[config.mk]
export PLATFORM = sky130hd
export DESIGN_NAME = traffic_fair_arbiter
export DESIGN_NICKNAME = d
export VERILOG_FILES = /design/src/rtl/traffic_fair_arbiter.sv
export SDC_FILE = /design/constraint.sdc
export NUM_CORES = 1
export LEC_CHECK = 0
export CAP_MARGIN = 20
export CORE_MARGIN = 2
export CORE_UTILIZATION = 50
export CTS_CLUSTER_DIAMETER = 80
export DETAILED_ROUTE_END_ITERATION = 12
export GPL_ROUTABILITY_DRIVEN = 0
export PLACE_DENSITY_LB_ADDON = 0.05
export SYNTH_ARGS = -nofsm -noshare
export SYNTH_HDL_FRONTEND = slang
export SYNTH_SLANG_ARGS = --single-unit
export TNS_END_PERCENT = 20
[constraint.sdc]
create_clock -name clk -period 1.9 [get_ports clk]
set_clock_uncertainty 0.1 [all_clocks]
set_input_delay 0.285 -clock clk [delete_from_list [all_inputs] [get_ports clk]]
set_output_delay 0.285 -clock clk [all_outputs]
set_load 0.01 [all_outputs]
[src/rtl/traffic_fair_arbiter.sv]
// Fair round-robin traffic-light controller: ALL_RED -> GREEN -> YELLOW per served direction,
// with minimum/maximum green, fixed yellow and minimum all-red clearance.
module traffic_fair_arbiter #(
    parameter int unsigned N_DIR     = 3,
    parameter int unsigned GREEN_MIN = 4,
    parameter int unsigned GREEN_MAX = 8,
    parameter int unsigned YELLOW_T  = 2,
    parameter int unsigned RED_T     = 1,
    parameter int unsigned TIMER_W   = 8
) (
    input  logic                     clk,
    input  logic                     reset_n,
    input  logic [N_DIR-1:0]         req,
    output logic [N_DIR-1:0]         green,
    output logic [N_DIR-1:0]         yellow,
    output logic                     all_red,
    output logic [$clog2(N_DIR)-1:0] cur_dir,
    output logic                     phase_done
);

    localparam int unsigned DIR_W = $clog2(N_DIR);

    localparam logic [TIMER_W-1:0] GreenMinLast = TIMER_W'(GREEN_MIN - 1);
    localparam logic [TIMER_W-1:0] GreenMaxLast = TIMER_W'(GREEN_MAX - 1);
    localparam logic [TIMER_W-1:0] YellowLast   = TIMER_W'(YELLOW_T - 1);
    localparam logic [TIMER_W-1:0] RedLast      = TIMER_W'(RED_T - 1);

    typedef enum logic [1:0] {
        StAllRed,
        StGreen,
        StYellow
    } state_e;

    state_e             state_q, state_d;
    logic [TIMER_W-1:0] timer_q, timer_d;
    logic [DIR_W-1:0]   cur_dir_q, cur_dir_d;
    logic               phase_done_q, phase_done_d;

    logic [N_DIR-1:0]   cur_mask;
    logic [DIR_W-1:0]   winner, win_hi, win_lo;
    logic               found_hi, found_lo;
    logic               others_req, own_req;

    // Circular scan from cur_dir+1: prefer the lowest requester above cur_dir, else wrap around.
    always_comb begin
        cur_mask = '0;
        win_hi   = '0;
        win_lo   = '0;
        found_hi = 1'b0;
        found_lo = 1'b0;
        for (int i = 0; i < int'(N_DIR); i++) begin
            cur_mask[i] = (DIR_W'(i) == cur_dir_q);
            if (req[i] && (DIR_W'(i) > cur_dir_q) && !found_hi) begin
                win_hi   = DIR_W'(i);
                found_hi = 1'b1;
            end
            if (req[i] && (DIR_W'(i) <= cur_dir_q) && !found_lo) begin
                win_lo   = DIR_W'(i);
                found_lo = 1'b1;
            end
        end
        winner     = found_hi ? win_hi : win_lo;
        others_req = |(req & ~cur_mask);
        own_req    = |(req & cur_mask);
    end

    always_comb begin
        state_d      = state_q;
        cur_dir_d    = cur_dir_q;
        phase_done_d = 1'b0;
        case (state_q)
            StAllRed: begin
                if ((timer_q >= RedLast) && (|req)) begin
                    state_d   = StGreen;
                    cur_dir_d = winner;
                end
            end
            StGreen: begin
                // A lone requester keeps its green; contention only cuts it at GREEN_MAX.
                if ((timer_q >= GreenMinLast) &&
                    (!(|req) || (others_req && (!own_req || (timer_q >= GreenMaxLast))))) begin
                    state_d = StYellow;
                end
            end
            StYellow: begin
                if (timer_q == YellowLast) begin
                    state_d      = StAllRed;
                    phase_done_d = 1'b1;
                end
            end
            default: state_d = StAllRed;
        endcase

        if (state_d != state_q) begin
            timer_d = '0;
        end else if (timer_q == '1) begin
            timer_d = timer_q;
        end else begin
            timer_d = timer_q + TIMER_W'(1);
        end
    end

    always_ff @(posedge clk or negedge reset_n) begin
        if (!reset_n) begin
            state_q      <= StAllRed;
            timer_q      <= '0;
            cur_dir_q    <= DIR_W'(N_DIR - 1);
            phase_done_q <= 1'b0;
        end else begin
            state_q      <= state_d;
            timer_q      <= timer_d;
            cur_dir_q    <= cur_dir_d;
            phase_done_q <= phase_done_d;
        end
    end

    always_comb begin
        green      = (state_q == StGreen)  ? cur_mask : '0;
        yellow     = (state_q == StYellow) ? cur_mask : '0;
        all_red    = (state_q == StAllRed);
        cur_dir    = cur_dir_q;
        phase_done = phase_done_q;
    end

endmodule

After elaboration in Yosys (flattened, before gate mapping)

Cells that the tools add are included.

Word-level logic and storage cells: 72
Bits of input ports: 5
Output and inout port bits: 10
Register bits: 13

Bitwise gates (word level): 3
$add $sub $neg: 1
Muxes and demuxes: 20
Equal/unequal tests: 8
Reductions and logical operators: 27
Magnitude comparators: 9

Operator list:

| operator                                                               | count |
|---|---|
| 8-bit 2-to-1 mux                                                       | 2 |
| 1-bit logical AND                                                      | 13 |
| 2-bit 2-to-1 mux                                                       | 6 |
| 1-bit 2-to-1 mux                                                       | 9 |
| 3-bit OR reduction                                                     | 3 |
| 8-bit by 1-bit adder with 8-bit output (second input constant)         | 1 |
| 8-bit by 1-bit == test with 1-bit output (second input constant)       | 1 |
| 8-bit == test (second input constant)                                  | 1 |
| 8-bit by 1-bit >= comparator with 1-bit output (second input constant) | 1 |
| 8-bit by 2-bit >= comparator with 1-bit output (second input constant) | 1 |
| 8-bit by 3-bit >= comparator with 1-bit output (second input constant) | 1 |
| 3-bit bitwise AND                                                      | 2 |
| 1-bit zero test                                                        | 6 |
| 3-bit 2-to-1 mux                                                       | 2 |
| 2-bit case mux with 3 select lines                                     | 1 |
| 1-bit by 2-bit > comparator with 1-bit output (first input constant)   | 2 |
| 1-bit by 2-bit <= comparator with 1-bit output (first input constant)  | 2 |
| 2-bit zero test                                                        | 2 |
| 3-bit NOT                                                              | 1 |
| 1-bit by 2-bit == test with 1-bit output (first input constant)        | 1 |
| 2-bit by 1-bit == test with 1-bit output (second input constant)       | 1 |
| 2-bit == test (first input constant)                                   | 1 |
| 2-bit == test (second input constant)                                  | 1 |
| 2-bit > comparator (first input constant)                              | 1 |
| 5 further kinds                                                        | 6 |

Longest topological paths before layout

Gate-level depths: netlist of the first run.

Word-level depth: 12
Mapped depth: 6
Gate-level depth less buffers: 6

Least setup slack after synthesis of the first run

OpenSTA, ideal clock, no wires.

Path kind: flip-flop to flip-flop
Start: register cur_dir_q[1] (netlist: cur_dir[1])
End: register timer_q[2]
Cell stages (with the launch flop): 6
Required time: 1.704 ns
Library setup time: 0.096 ns
Data arrival time: 1.602 ns
Setup slack: 0.102 ns
Path through: dfstp_2 > clkbuf_1 > nand3b_1 > a211oi_2 > o21ai_2 > a311oi_2

Cells in the longest elaborated chain, start to end: 12
Elaborated cells on any way between the ends: 18
Classes of those cells: 4 x eq/ne; 3 x mux; 3 x bitwise; 8 x reduce/logical

RTL lines:

| element                                                                | RTL line | text |
|---|---|---|
| start, declared                                                        | 36       | `logic [DIR_W-1:0] cur_dir_q, cur_dir_d;` |
| start signal, assigned                                                 | 107      | `cur_dir_q <= DIR_W'(N_DIR - 1);` |
| start signal, assigned                                                 | 112      | `cur_dir_q <= cur_dir_d;` |
| 1-bit by 2-bit == test with 1-bit output, or another cell as far along | 52       | `cur_mask[i] = (DIR_W'(i) == cur_dir_q);` |
| 3-bit bitwise AND                                                      | 64       | `own_req = \|(req & cur_mask);` |
| 3-bit OR reduction                                                     | 64       |  |
| 1-bit zero test                                                        | 81       | `(!(\|req) \|\| (others_req && (!own_req \|\| (timer_q >= GreenMaxLast))))) begin` |
| 1-bit logical OR                                                       | 81       |  |
| 1-bit logical AND *                                                    | 81       |  |
| 1-bit logical OR *                                                     | 81       |  |
| 1-bit logical AND *                                                    | 80       | `if ((timer_q >= GreenMinLast) &&` |
| 2-bit 2-to-1 mux *                                                     | 80       |  |
| 2-bit case mux with 3 select lines *                                   | 71       | `case (state_q)` |
| 2-bit != test *                                                        | 94       | `if (state_d != state_q) begin` |
| 2-bit != test (no line) / 8-bit 2-to-1 mux (equally long branches)     | -        |  |
| end signal, assigned                                                   | 111      | `timer_q <= timer_d;` |
| end, declared                                                          | 35       | `logic [TIMER_W-1:0] timer_q, timer_d;` |

Every way passes the cells marked *; elsewhere a longest branch is shown, timed or not.
A chain may end at the register's enable or synchronous reset.

Final worst setup path of the first run

Start: input req[2]
End: register timer_q[2]

Cells in the longest elaborated chain, start to end: 11
Elaborated cells on any way between the ends: 18
Classes of those cells: 2 x eq/ne; 4 x mux; 2 x bitwise; 10 x reduce/logical

RTL lines:

| element                                                            | RTL line | text |
|---|---|---|
| start, declared                                                    | 13       | `input logic [N_DIR-1:0] req,` |
| 3-bit bitwise AND                                                  | 64       |  |
| 3-bit OR reduction                                                 | 64       |  |
| 1-bit zero test                                                    | 81       |  |
| 1-bit logical OR                                                   | 81       |  |
| 1-bit logical AND                                                  | 81       |  |
| 1-bit logical OR                                                   | 81       |  |
| 1-bit logical AND                                                  | 80       |  |
| 2-bit 2-to-1 mux                                                   | 80       |  |
| 2-bit case mux with 3 select lines *                               | 71       |  |
| 2-bit != test *                                                    | 94       |  |
| 2-bit != test (no line) / 8-bit 2-to-1 mux (equally long branches) | -        |  |

Marked as above.

==> results.txt, run 1 <==
Status - complete, but fails checks
Failing checks - setup timing
Fmax - 520 MHz
Die ar. - 0.00206 mm²
Ys async rst share - 1.00
Share of post-route cells with drive strength above 1 - 0.242
Global route overflow - 0
DR WL/cell - 16.3 µm
Multi-input gate area - 518 µm²
Reg area - 330 µm²
Area after DPL - 0.00111 mm²
Final Hold Fails - 0
NumNets Final - 132
RSZ-0062 raised after global routing - true
Initial Util - 0.548
CTS root buf - clkbuf_4
CP Data Required Time - 1980 ps
Headroom to the max-slew limit - 0.608
XOR/XNOR Fraction of Synth Area - 0.0205
Sinks on Clock Net - 13
Lkg Pwr - 0.539 nW
Average via count per standard cell - 6.34
Fin worst setup slack - -23.4 ps
Period minus WS final - 1920 ps
H-tree levels - 1
Worst hold slack - 272 ps
Pwr Total - 1.35 mW
Fin cells - 140
Worst Max-Slew Pin Slew - 586 ps
Pre-CTS WS - -336 ps
Hold Path Class - in2async
Vias in the first global route - 799
Crit Path Class - in2reg
Main combinational cell family by area after synthesis - simple AND/OR/NAND/NOR gates
Mux contribution to synthesized area - 0.0483
Dpl cells - 135
DP HPWL - 1.64 mm
Initial DRC Count - 30
Drt total wl - 2.28 mm
Row count - 14
Mapped cell area - 855 µm²
Post-synthesis net count - 101
Fill cells - 126
Most used flip-flop cell after synthesis - dfrtp_1
Initial antenna violation count - 0
Post-Syn Instances - 94
Syn Area/Cell - 9.09 µm²
Compound-Gate Fraction of Synth Area - 0.212
P&R area growth vs syn - 35.3%
Slowest-stage cell, CP - clkdlybuf4s50_1
Peak VDD IR - 0.000672 V
Most common cell after layout, fill and taps aside - buf_4
CP Capture Type - flip-flop
TritonCTS clock tree - built
Max-cap violation count - 0
Drt drc - 0
Critical Path Max Stage Delay - 510 ps
Part of the Yosys area used for sequential elements - 0.382
Post-synth EDFFs - 0
Num CTS Buffers - 3
Setup_tns - -23.4 ps
DIE HEIGHT - 45.3 µm
Netlist cell types - 37
1st-pass router iterations - 4
CP cell instances - clkdlybuf4s50_1, or3b_1, a211oi_2, o21ai_2, a311oi_2
CP max FO - 8
# port buffers - 14
Startpoint Class - primary input
Largest net degree at the start of global routing - 14
Bufs on Longest Clock Path - 2
IO Pins - 15
Synth Area in Simple Gates - 0.280
GRT Util Overall - 0.259
Power per standard cell area - 1170 mW/mm²
Synth Register Bits - 13
Placeable Area - 0.00156 mm²
Finished Core Util - 0.742
Setup violations, final - 1
Clk_lat worst skew - 280 ps
Vias - 887
Slew Limit Fails - 0
Antenna violation net count after detailed routing - 0
First-pass GRT wire length - 3.66 mm
Final Instance Area - 0.00116 mm²
Crit path DAT - 2010 ps
CP top delay family - compound AO/OA/AOI/OAI gates
Clock Pin Slew Worst Setup and Hold Paths - 80 ps
Final period util - 1.01
Die span in x - 45.3 µm
Most frequent cells in the layout - buf_4, dfrtp_1, nor2_1
Ys Warns - 0
N_diodes - 0
Adder-cell share of the synthesized area - 0.0293
CP Buf/Inv Count - 1
-- logic make-up (layout without fill, tap and decap cells) --
kind of cell / count (synthesis) / count (layout)
AOI/OAI and AO/OA: 25 / 25
and+or+nand+nor: 42 / 42
buffers and inverters: 6 / 36
muxes: 4 / 4
xor gates and xnor gates: 2 / 2
DFF: 13 / 13
adders and majority gates: 2 / 2
-- Yosys cell counts, types with 2 or more instances --
library cell,count,share of area
dfrtp_1,12,0.35
nor2_1,9,0.040
a31oi_1,7,0.051
o21ai_0,6,0.035
nand2b_1,5,0.037
nor3_1,5,0.029
nand3_1,4,0.023
inv_1,3,0.013
mux2i_1,3,0.035
nand2_1,3,0.013
nand3b_1,3,0.026
nand4_1,3,0.022
a21o_1,2,0.018
and3_1,2,0.015
clkbuf_1,2,0.0088
ha_1,2,0.029
o211ai_1,2,0.018
xor2_1,2,0.021
-- flip-flops by register name, summed over array words and instances, names as in the netlist --
signal      count
state_q         2
timer_q         8
phase_done      1
cur_dir         2
-- power breakdown --
part           switching [mW]  leakage, nW  internal [mW]  total [mW]
clock network          0.0917       0.0150         0.0816       0.173
logic                   0.384        0.359          0.354       0.737
registers              0.0818        0.166          0.355       0.437
total                   0.557        0.539          0.790        1.35
-- final timing paths --
kind | start | endpoint | slack, ps | depth (start not counted)
setup reg to reg | cur_dir[1]$_DFFE_PN1P_ | timer_q[2]$_DFFE_PN0P_ | 0 | 5
min in group clk | state_q[0]$_DFF_PN0_ | state_q[0]$_DFF_PN0_ | 440 | 1
setup / recovery | req[2] | timer_q[2]$_DFFE_PN0P_ | -20 | 5
max in group asynchronous | reset_n | state_q[0]$_DFF_PN0_ | 1010 | 1
hold / removal | reset_n | timer_q[7]$_DFFE_PN0P_ | 270 | 1
hold reg to reg | state_q[0]$_DFF_PN0_ | state_q[0]$_DFF_PN0_ | 440 | 1
-- routing by layer --
| metal | share of wire | GRT usage | wire, µm | vias up |
|---|---|---|---|---|
| li1 | - | - | - | 424 |
| met1 | 0.48 | 0.375 | 1100 | 438 |
| met2 | 0.46 | 0.360 | 1040 | 21 |
| met3 | 0.042 | 0.0720 | 96 | 4 |
| met4 | 0.015 | 0.106 | 33 | 0 |
| met5 | 0 | 0 | 0 | - |
-- layout make-up --
class / instances / area share
Multi-Input combinational cell: 75 / 0.448
Sequential cell: 13 / 0.286
Timing Repair Buffer: 29 / 0.216
Clock buffer: 4 / 0.0227
Tap cell: 16 / 0.0173
Inverter: 3 / 0.00974
-- timing repair --
action | in CTS | in global routing
setup endpoints to repair | 15 | 10
pin swaps | 2 | 0
setup buffers | 1 | 0
hold endpoints to repair | 0 | 0
hold buffers | 0 | 0
gates cloned | 0 | 0
gates resized for setup | 10 | 5
Power figures use the tool's default switching activity.
==> run 2: changes to the inputs <==
- REMOVE_ABC_BUFFERS: not set -> 1
- SLEW_MARGIN: not set -> 25
- TNS_END_PERCENT: 20 -> 1
==> results.txt, run 2 (synthesis results as in run 1) <==
Status - finished, final reports clean
R2R depth - 5
Period minus WS final - 1890 ps
Clk_lat worst skew - 280 ps
Peak VDD IR - 0.000710 V
Drt total wl - 2.40 mm
Die span in x - 45.3 µm
CTS root buf - clkbuf_4
Setup violations, final - 0
Fmax - 528 MHz
CP cell instances - buf_4, or3b_1, a211oi_4, o21ai_2, a311oi_2
TritonCTS clock tree - built
Vias in the first global route - 839
Most common cell after layout, fill and taps aside - buf_4
Slew Limit Fails - 0
Share of power burned in registers - 0.308
H-tree levels - 1
Vias - 923
Area after DPL - 0.00111 mm²
Headroom to the max-slew limit - 0.615
N_diodes - 0
GRT Util Overall - 0.240
Num CTS Buffers - 3
Average via count per standard cell - 6.55
First-pass GRT wire length - 3.56 mm
Final period util - 0.997
Row count - 14
Worst hold slack - 260 ps
Worst R2R Setup Slack - 6 ps
Initial DRC Count - 28
Initial antenna violation count - 0
Largest net degree at the start of global routing - 14
Clock Pin Slew Worst Setup and Hold Paths - 80 ps
Int Power - 0.835 mW
NumNets Final - 133
Lkg Pwr - 0.561 nW
Placeable Area - 0.00156 mm²
Pwr Total - 1.44 mW
Power per standard cell area - 1200 mW/mm²
Crit Path Class - reg2reg
Bufs on Longest Clock Path - 2
Drt drc - 0
CP max FO - 8
Comb pwr share - 0.568
Share of post-route cells with drive strength above 1 - 0.280
Die ar. - 0.00206 mm²
Crit path DAT - 1990 ps
Sinks on Clock Net - 13
Critical Path Max Stage Delay - 410 ps
RSZ-0062 raised after global routing - true
P&R area growth vs syn - 40.4%
IO Pins - 15
CP Capture Type - flip-flop
1st-pass router iterations - 4
Post-CTS Hold Buffers - 0
Biggest register - timer_q
NetSw - 0.608 mW
Max-cap violation count - 0
Most frequent cells in the layout - buf_4, dfrtp_1, nor2_1
Startpoint Class - flip-flop
Switch share - 0.421
CP top delay family - compound AO/OA/AOI/OAI gates
Final Instance Area - 0.00120 mm²
Global route overflow - 0
CP Buf/Inv Count - 1
Hold Path Class - in2async
Worst r2r dst - timer_q[2]$_DFFE_PN0P_
# port buffers - 14
DIE HEIGHT - 45.3 µm
Critical R2R Launch - cur_dir[1]$_DFFE_PN1P_
Worst Max-Slew Pin Slew - 575 ps
Initial Util - 0.548
Clock power frac - 0.125
Antenna violation net count after detailed routing - 0
CP Data Required Time - 2000 ps
Final Hold Fails - 0
DR WL/cell - 17.0 µm
DP HPWL - 1.61 mm
Slowest-stage cell, CP - dfstp_2
Max reg flops - 8
==> run 2: changes by cell type in the layout (fill, tap and decap cells not counted) <==
cell,change
a211oi_4,+1
a311oi_2,+1
buf_4,+1
a211oi_2,-1
nand2b_1,-3
a311oi_1,-1
nand2b_4,+3
==> run 2: worst max path at each step <==
stage / from / endpoint / slack, ps / depth (start not counted)
after floorplan: timer_q[1]$_DFFE_PN0P_ / timer_q[2]$_DFFE_PN0P_ / 150 / 6
after global placement: req[0] / timer_q[2]$_DFFE_PN0P_ / -240 / 5
after detailed placement: req[0] / timer_q[2]$_DFFE_PN0P_ / -280 / 5
after CTS: state_q[0]$_DFF_PN0_ / yellow[1] / -80 / 3
after global routing: cur_dir[1]$_DFFE_PN1P_ / timer_q[2]$_DFFE_PN0P_ / -40 / 5
final: cur_dir[1]$_DFFE_PN1P_ / timer_q[2]$_DFFE_PN0P_ / 6 / 5
==> run 2: cell type report <==
| cell class | count | area, µm² |
|---|---|---|
| flip-flops and latches | 13 | 330 |
| repair buffers | 30 | 258 |
| well taps | 16 | 20.0 |
| multi-input cells | 75 | 554 |
| inverters | 3 | 11.3 |
| clock buffers | 4 | 26.3 |
| fillers | 108 | 359 |
==> run 2: what timing repair did <==
action                                 4_1_cts  5_1_grt
endpoints found under the hold margin        0        0
buffers inserted                             1        1
cloned                                       0        0
setup endpoints to repair                   13       11
resized for setup                            8       12
pin swaps                                    0        1
==> run 2: routing by layer <==
layer  GRT usage  part of all wire  up-vias
li1            -                 -      424
met1       0.356              0.46      451
met2       0.349              0.45       40
met3      0.0480             0.061        8
met4      0.0765             0.022        0
met5           0                 0        -
==> run 2: power by group through the flow <==
stage / Combinational [mW] / Sequential [mW] / Clock (mW)
floorplan: 0.370 / 0.456 / 0
detailed placement: 0.708 / 0.448 / 0
CTS: 0.722 / 0.427 / 0.182
finish: 0.819 / 0.444 / 0.180
global route: 0.890 / 0.450 / 0.192
global placement: 0.702 / 0.446 / 0
==> run 2: stage by stage <==
stage / worst slack, ps / setup TNS, ps / instances / util
floorplan: 147 / 0 / 91 / -
global placement: -235 / -1640 / 135 / 0.710
detailed placement: -281 / -1880 / 135 / 0.710
CTS: -83.7 / -184 / 140 / 0.730
global route: -41.1 / -50.0 / 141 / 0.770
finish: 6.37 / 0 / 141 / 0.770
